--- config.mk ---
export PLATFORM = sky130hd
export DESIGN_NAME = cordic_angle_seq_flat
export DESIGN_NICKNAME = d
export VERILOG_FILES = /design/src/rtl/cordic_angle_seq_if.sv /design/src/rtl/cordic_angle_seq.sv /design/src/flat_wrapper.sv
export SDC_FILE = /design/constraint.sdc
export NUM_CORES = 1
export LEC_CHECK = 0
export ABC_AREA = 1
export CORE_UTILIZATION = 50
export CTS_BUF_LIST = sky130_fd_sc_hd__clkbuf_16
export DETAILED_ROUTE_END_ITERATION = 16
export PLACE_DENSITY_LB_ADDON = 0.25
export SLEW_MARGIN = 30
export SYNTH_ARGS = -nofsm -noshare
export SYNTH_HDL_FRONTEND = slang
export SYNTH_SLANG_ARGS = --single-unit
--- constraint.sdc ---
create_clock -name clk_i -period 3.4 [get_ports clk_i]
set_clock_uncertainty 0.15 [all_clocks]
set_input_delay 1.02 -clock clk_i [delete_from_list [all_inputs] [get_ports clk_i]]
set_output_delay 1.02 -clock clk_i [all_outputs]
set_load 0.005 [all_outputs]
--- src/rtl/cordic_angle_seq_if.sv ---
// Handshake bundle between the CORDIC angle sequencer and its user.
// master: requester/downstream stage side; slave: the sequencer itself.
interface cordic_angle_seq_if;
    logic               start_i;
    logic               z_sign_i;
    logic               enable_o;
    logic signed [15:0] arctan_o;
    logic [3:0]         iter_o;
    logic               busy_o;
    logic               done_o;

    modport master (
        output start_i, z_sign_i,
        input  enable_o, arctan_o, iter_o, busy_o, done_o
    );

    modport slave (
        input  start_i, z_sign_i,
        output enable_o, arctan_o, iter_o, busy_o, done_o
    );
endinterface

--- src/rtl/cordic_angle_seq.sv ---
// CORDIC rotation-angle sequencer: issues N_ITER signed atan steps to Z/X/Y stages.
// Ports: clk_i, rst_i (sync, active-high); bus (slave): start/z_sign in, enable/arctan/iter/busy/done out.
module cordic_angle_seq #(
    parameter int N_ITER = 16
) (
    input  logic              clk_i,
    input  logic              rst_i,
    cordic_angle_seq_if.slave bus
);
    localparam logic [1:0] S_IDLE  = 2'd0;
    localparam logic [1:0] S_ISSUE = 2'd1;
    localparam logic [1:0] S_WAIT  = 2'd2;
    localparam logic [1:0] S_DONE  = 2'd3;

    localparam logic [3:0] LAST = 4'(N_ITER - 1);

    logic [1:0]         state_q, state_d;
    logic [3:0]         iter_q, iter_d;
    logic signed [15:0] arctan_q, arctan_d;
    logic               enable_q, busy_q, done_q;

    // atan(2^-i) in Q3.13, round-to-nearest
    function automatic logic signed [15:0] atan_lut(input logic [3:0] i);
        logic signed [15:0] t;
        case (i)
            4'd0:    t = 16'sd6434;
            4'd1:    t = 16'sd3798;
            4'd2:    t = 16'sd2007;
            4'd3:    t = 16'sd1019;
            4'd4:    t = 16'sd511;
            4'd5:    t = 16'sd256;
            4'd6:    t = 16'sd128;
            4'd7:    t = 16'sd64;
            4'd8:    t = 16'sd32;
            4'd9:    t = 16'sd16;
            4'd10:   t = 16'sd8;
            4'd11:   t = 16'sd4;
            4'd12:   t = 16'sd2;
            4'd13:   t = 16'sd1;
            default: t = 16'sd0;
        endcase
        return t;
    endfunction

    // Rotate toward zero residual: negative Z adds the angle back.
    function automatic logic signed [15:0] step_angle(
        input logic [3:0] i,
        input logic       z_neg
    );
        logic signed [15:0] t;
        t = atan_lut(i);
        return z_neg ? t : -t;
    endfunction

    always_comb begin
        state_d  = state_q;
        iter_d   = iter_q;
        arctan_d = arctan_q;
        unique case (state_q)
            S_IDLE: begin
                iter_d   = 4'd0;
                arctan_d = 16'sd0;
                if (bus.start_i) begin
                    state_d  = S_ISSUE;
                    arctan_d = step_angle(4'd0, bus.z_sign_i);
                end
            end
            S_ISSUE: begin
                state_d = S_WAIT;
            end
            S_WAIT: begin
                // Z_sign here already reflects the previous step's update.
                if (iter_q < LAST) begin
                    state_d  = S_ISSUE;
                    iter_d   = iter_q + 4'd1;
                    arctan_d = step_angle(iter_q + 4'd1, bus.z_sign_i);
                end else begin
                    state_d = S_DONE;
                end
            end
            S_DONE: begin
                state_d  = S_IDLE;
                iter_d   = 4'd0;
                arctan_d = 16'sd0;
            end
        endcase
    end

    // Flags are derived from the next state so every output is a flop.
    always_ff @(posedge clk_i) begin
        if (rst_i) begin
            state_q  <= S_IDLE;
            iter_q   <= 4'd0;
            arctan_q <= 16'sd0;
            enable_q <= 1'b0;
            busy_q   <= 1'b0;
            done_q   <= 1'b0;
        end else begin
            state_q  <= state_d;
            iter_q   <= iter_d;
            arctan_q <= arctan_d;
            enable_q <= (state_d == S_ISSUE);
            busy_q   <= (state_d != S_IDLE);
            done_q   <= (state_d == S_DONE);
        end
    end

    assign bus.enable_o = enable_q;
    assign bus.arctan_o = arctan_q;
    assign bus.iter_o   = iter_q;
    assign bus.busy_o   = busy_q;
    assign bus.done_o   = done_q;
endmodule

--- src/flat_wrapper.sv ---
// flat-port wrapper written by rule: the top's interface ports become plain ports
module cordic_angle_seq_flat 
#(
    parameter int N_ITER = 16
)
  (clk_i, rst_i, bus_start_i, bus_z_sign_i, bus_enable_o, bus_arctan_o, bus_iter_o, bus_busy_o, bus_done_o);
  cordic_angle_seq_if bus_i ();
  input  logic clk_i;
  input  logic rst_i;
  input wire logic [$bits(bus_i.start_i)-1:0] bus_start_i;
  input wire logic [$bits(bus_i.z_sign_i)-1:0] bus_z_sign_i;
  output wire logic [$bits(bus_i.enable_o)-1:0] bus_enable_o;
  output wire logic [$bits(bus_i.arctan_o)-1:0] bus_arctan_o;
  output wire logic [$bits(bus_i.iter_o)-1:0] bus_iter_o;
  output wire logic [$bits(bus_i.busy_o)-1:0] bus_busy_o;
  output wire logic [$bits(bus_i.done_o)-1:0] bus_done_o;
  assign bus_i.start_i = bus_start_i;
  assign bus_i.z_sign_i = bus_z_sign_i;
  assign bus_enable_o = bus_i.enable_o;
  assign bus_arctan_o = bus_i.arctan_o;
  assign bus_iter_o = bus_i.iter_o;
  assign bus_busy_o = bus_i.busy_o;
  assign bus_done_o = bus_i.done_o;
  cordic_angle_seq #(.N_ITER(N_ITER)) u_core (.clk_i(clk_i), .rst_i(rst_i), .bus(bus_i));
endmodule
==> results of run 1 <==
critical path, cell delays in order, from the launching register on:
cell and delay (ns):
sky130_fd_sc_hd__dfxtp_1 0.54, sky130_fd_sc_hd__ha_1 0.32, sky130_fd_sc_hd__inv_1 0.10, sky130_fd_sc_hd__ha_1 0.45
sky130_fd_sc_hd__inv_2 0.12, sky130_fd_sc_hd__nand3_1 0.14, sky130_fd_sc_hd__o21ai_0 0.15, sky130_fd_sc_hd__inv_1 0.08
sky130_fd_sc_hd__ha_1 0.18, sky130_fd_sc_hd__nand2_1 0.10, sky130_fd_sc_hd__nor2_4 0.13, sky130_fd_sc_hd__nand3_2 0.12
sky130_fd_sc_hd__o21ai_0 0.20, sky130_fd_sc_hd__a21oi_1 0.09
metal layers:
metal,vias to the layer above,global-route usage,share of wire
met1,840,0.316,0.47
met2,55,0.442,0.48
li1,961,-,-
met5,-,0,0
met4,0,0.0921,0.017
met3,8,0.0476,0.038
state kept, by name, summed over array words and instances (netlist names):
| name | count |
|---|---|
| u_core.bus.arctan_o | 16 |
| u_core.bus.busy_o | 1 |
| u_core.bus.done_o | 1 |
| u_core.bus.enable_o | 1 |
| u_core.bus.iter_o | 4 |
| u_core.state_q | 2 |
power breakdown:
part	total [mW]	switching [mW]	internal (mW)
clock	0.260	0.103	0.157
combinational	0.359	0.197	0.162
sequential	0.380	0.0324	0.348
cell families (layout without fill, tap and decap cells):
group,count (synthesis),in the layout
buffers and inverters,45,66
AND/OR/NAND/NOR,150,150
adder cells (fa/ha/maj),12,12
AO/OA/AOI/OAI,51,51
flip-flops,25,25
cell usage in the layout (no fill, tap or decap), drive strengths merged:
cell type / synthesis / layout
clkinv: 1 / 1
o21bai: 1 / 1
nor3: 1 / 1
nand3b: 3 / 3
a41oi: 1 / 1
a21oi: 23 / 23
dfxtp: 25 / 25
nand2: 81 / 81
inv: 34 / 35
nand3: 36 / 36
nand4: 4 / 4
ha: 12 / 12
o21ai: 23 / 23
a21boi: 1 / 1
clkbuf: 6 / 3
buf: 4 / 1
nor2: 25 / 25
o211ai: 2 / 2
clkdlybuf4s50: 0 / 26
how the worst max path moves through the flow:
stage / startpoint / endpoint / slack (ns)
global placement: u_core.bus.iter_o[0] / u_core.bus.arctan_o[14] / 0.50
global route: u_core.bus.iter_o[0] / u_core.bus.arctan_o[10] / 0.08
finish: u_core.bus.iter_o[0] / u_core.bus.arctan_o[14] / 0.38
CTS: u_core.bus.iter_o[0] / u_core.bus.arctan_o[14] / 0.39
detailed placement: u_core.bus.iter_o[0] / u_core.bus.arctan_o[14] / 0.44
floorplan: u_core.bus.iter_o[0] / u_core.bus.arctan_o[10] / 0.81
through the flow:
step | instance area (um^2) | power, mW | setup WS, ns | utilization
global placement | 2060 | 0.739 | 0.503 | 0.609
detailed placement | 2060 | 0.745 | 0.437 | 0.609
floorplan | 1790 | 0.589 | 0.809 | -
global route | 2140 | 1.08 | 0.0843 | 0.632
finish | 2140 | 1.00 | 0.380 | 0.632
CTS | 2140 | 1.00 | 0.394 | 0.632
cell type report:
cell class,count,area (um^2)
clock buffer,3,75.1
clock inverter,1,3.75
fill,319,1250
inverter,35,131
multi-input combinational,213,1110
sequential,25,500
tap,46,57.6
timing repair buffer,27,268
==> impl_metrics.json, run 1 <==
{
  "run_status": "finished clean",
  "timing.final.max_slew_violations": 0,
  "synth_area_um2": 1790,
  "synth.net_count": 299,
  "cts_made_buffers": 3,
  "dr_total_vias": 1864,
  "grt_max_degree": 20,
  "core_region_area_um2": 3390,
  "worstPathArrival_ns": 2.99,
  "critPathKind": "flip-flop to flip-flop",
  "synth-adder-area-share": 0.0840,
  "rr_worst_depth": 13,
  "die-width_um": 61.8,
  "dominant_combinational_cell_family_by_area_after_synthesis": "simple AND/OR/NAND/NOR gates",
  "cts-hold-fix-buffers": 0,
  "gp_congestion": 0.932,
  "core.rowCount": 21,
  "synthXorXnorAreaFrac": 0,
  "cts_tree": "done",
  "synthesis.yosys.warnings": 0,
  "num_io_pins": 27,
  "min_from": "u_core.bus.arctan_o[0]",
  "fin_nets": 321,
  "synth_sequential_area_ratio": 0.280,
  "first_pass_iters": 4,
  "critical_path.reg2reg.startpoint": "u_core.bus.iter_o[0]",
  "initial_core_util": 0.528,
  "synth_async_sr_flop_share": 0,
  "drc": 0,
  "drt-total-wl_mm": 4.33,
  "cts-resized-gates": 0,
  "grt_pass1_wl_mm": 7.30,
  "die_area_um2": 3820,
  "initial_antenna_violation_count": 0,
  "drt_iter0_drc": 145,
  "area_added_between_synthesis_and_finish_pct": 19.9,
  "worst_hold_path_endpoint": "u_core.bus.arctan_o[0]",
  "buffer_ports.inserted": 26,
  "synth_largest_area_cell": "sky130_fd_sc_hd__dfxtp_1",
  "ys_dominant_reg_cell": "sky130_fd_sc_hd__dfxtp_1",
  "fmax_mhz": 331,
  "detailed_place_hpwl_mm": 3.29,
  "synth_simple_gate_area_frac": 0.385,
  "worst_hold_path_type": "flip-flop to flip-flop",
  "dpl.cell_count": 346,
  "ctsRootBufferMaster": "sky130_fd_sc_hd__clkbuf_16",
  "synth_enable_flop_cells": 0,
  "post_layout_nonfiller_instances": 350,
  "worstReg2RegEnd": "u_core.bus.arctan_o[14]",
  "grt_setup_unrepaired": "false",
  "max-cap-violations": 0,
  "diodes": 0,
  "synth.area.top_cells": "sky130_fd_sc_hd__dfxtp_1 (28%), sky130_fd_sc_hd__nand2_1 (15%), sky130_fd_sc_hd__nand3_1 (9.5%)",
  "synth_cell_types": 25,
  "synth_top_area_share": 0.280,
  "mux_cell_area_share_after_synthesis": 0,
  "setup_total_negative_slack_ns": 0,
  "max-vdd-ir-drop_uv": 333,
  "routedWlPerCell_um": 12.4,
  "transition_at_the_pin_with_the_smallest_max_transition_slack_ns": 0.661,
  "max_h_tree_level": 1,
  "routed_via_density": 5.33,
  "type_of_element_capturing_the_critical_path": "flip-flop",
  "total_routing_usage_reported_by_global_routing": 0.255,
  "crit_fanout": 10,
  "first_global_vias": 1688,
  "ratio_of_cells_with_drive_above_1_in_the_final_layout": 0.0658,
  "clkLatencyLatePin_ns": 0.26,
  "hold_path_depth": 2,
  "cts_sinks": 25,
  "most_used_standard_cells_in_the_synthesized_netlist": "sky130_fd_sc_hd__nand2_1 (73), sky130_fd_sc_hd__nand3_1 (34), sky130_fd_sc_hd__inv_1 (32)",
  "synth_most_common_cell": "sky130_fd_sc_hd__nand2_1",
  "hold_ws_ns": 0.329,
  "critical_path_required_ns": 3.37,
  "clock_path_buffers": 2,
  "r2r_setup_slack_ns": 0.38,
  "timing.final.crit_share": 0.888,
  "globalRoute.totalOverflow": 0,
  "post_synth_inst_count": 283,
  "cellLeakagePower_nw": 0.952,
  "die_height_um": 61.8,
  "synth-seq-cells": 25,
  "avgSynthCellArea_um2": 6.32,
  "drt.antenna.violating_nets": 0,
  "report.final.hold_viol_count": 0,
  "buffer_count_from_post_cts_setup_fixing": 0,
  "timing.max_slew.rel_slack": 0.559,
  "power_density_relative_to_cell_area_nw_per_um2": 466,
  "path_clk_slew_ns": 0.06,
  "synth_compound_gate_area_share": 0.150,
  "period_minus_slack_ns": 3.02,
  "report.final.setup_viol": 0,
  "worst_setup_path_start_kind": "flip-flop"
}
No activity file was read; power rests on OpenSTA's default activity.
==> inputs of run 2 (changes only) <==
--- a/config.mk
+++ b/config.mk
@@ -10,7 +10,7 @@
 export CTS_BUF_LIST = sky130_fd_sc_hd__clkbuf_16
 export DETAILED_ROUTE_END_ITERATION = 16
 export PLACE_DENSITY_LB_ADDON = 0.25
-export SLEW_MARGIN = 30
+export SLEW_MARGIN = 0
 export SYNTH_ARGS = -nofsm -noshare
 export SYNTH_HDL_FRONTEND = slang
 export SYNTH_SLANG_ARGS = --single-unit
==> results of run 2 <==
Final layout, timing and power as in run 1 (identical DEF).
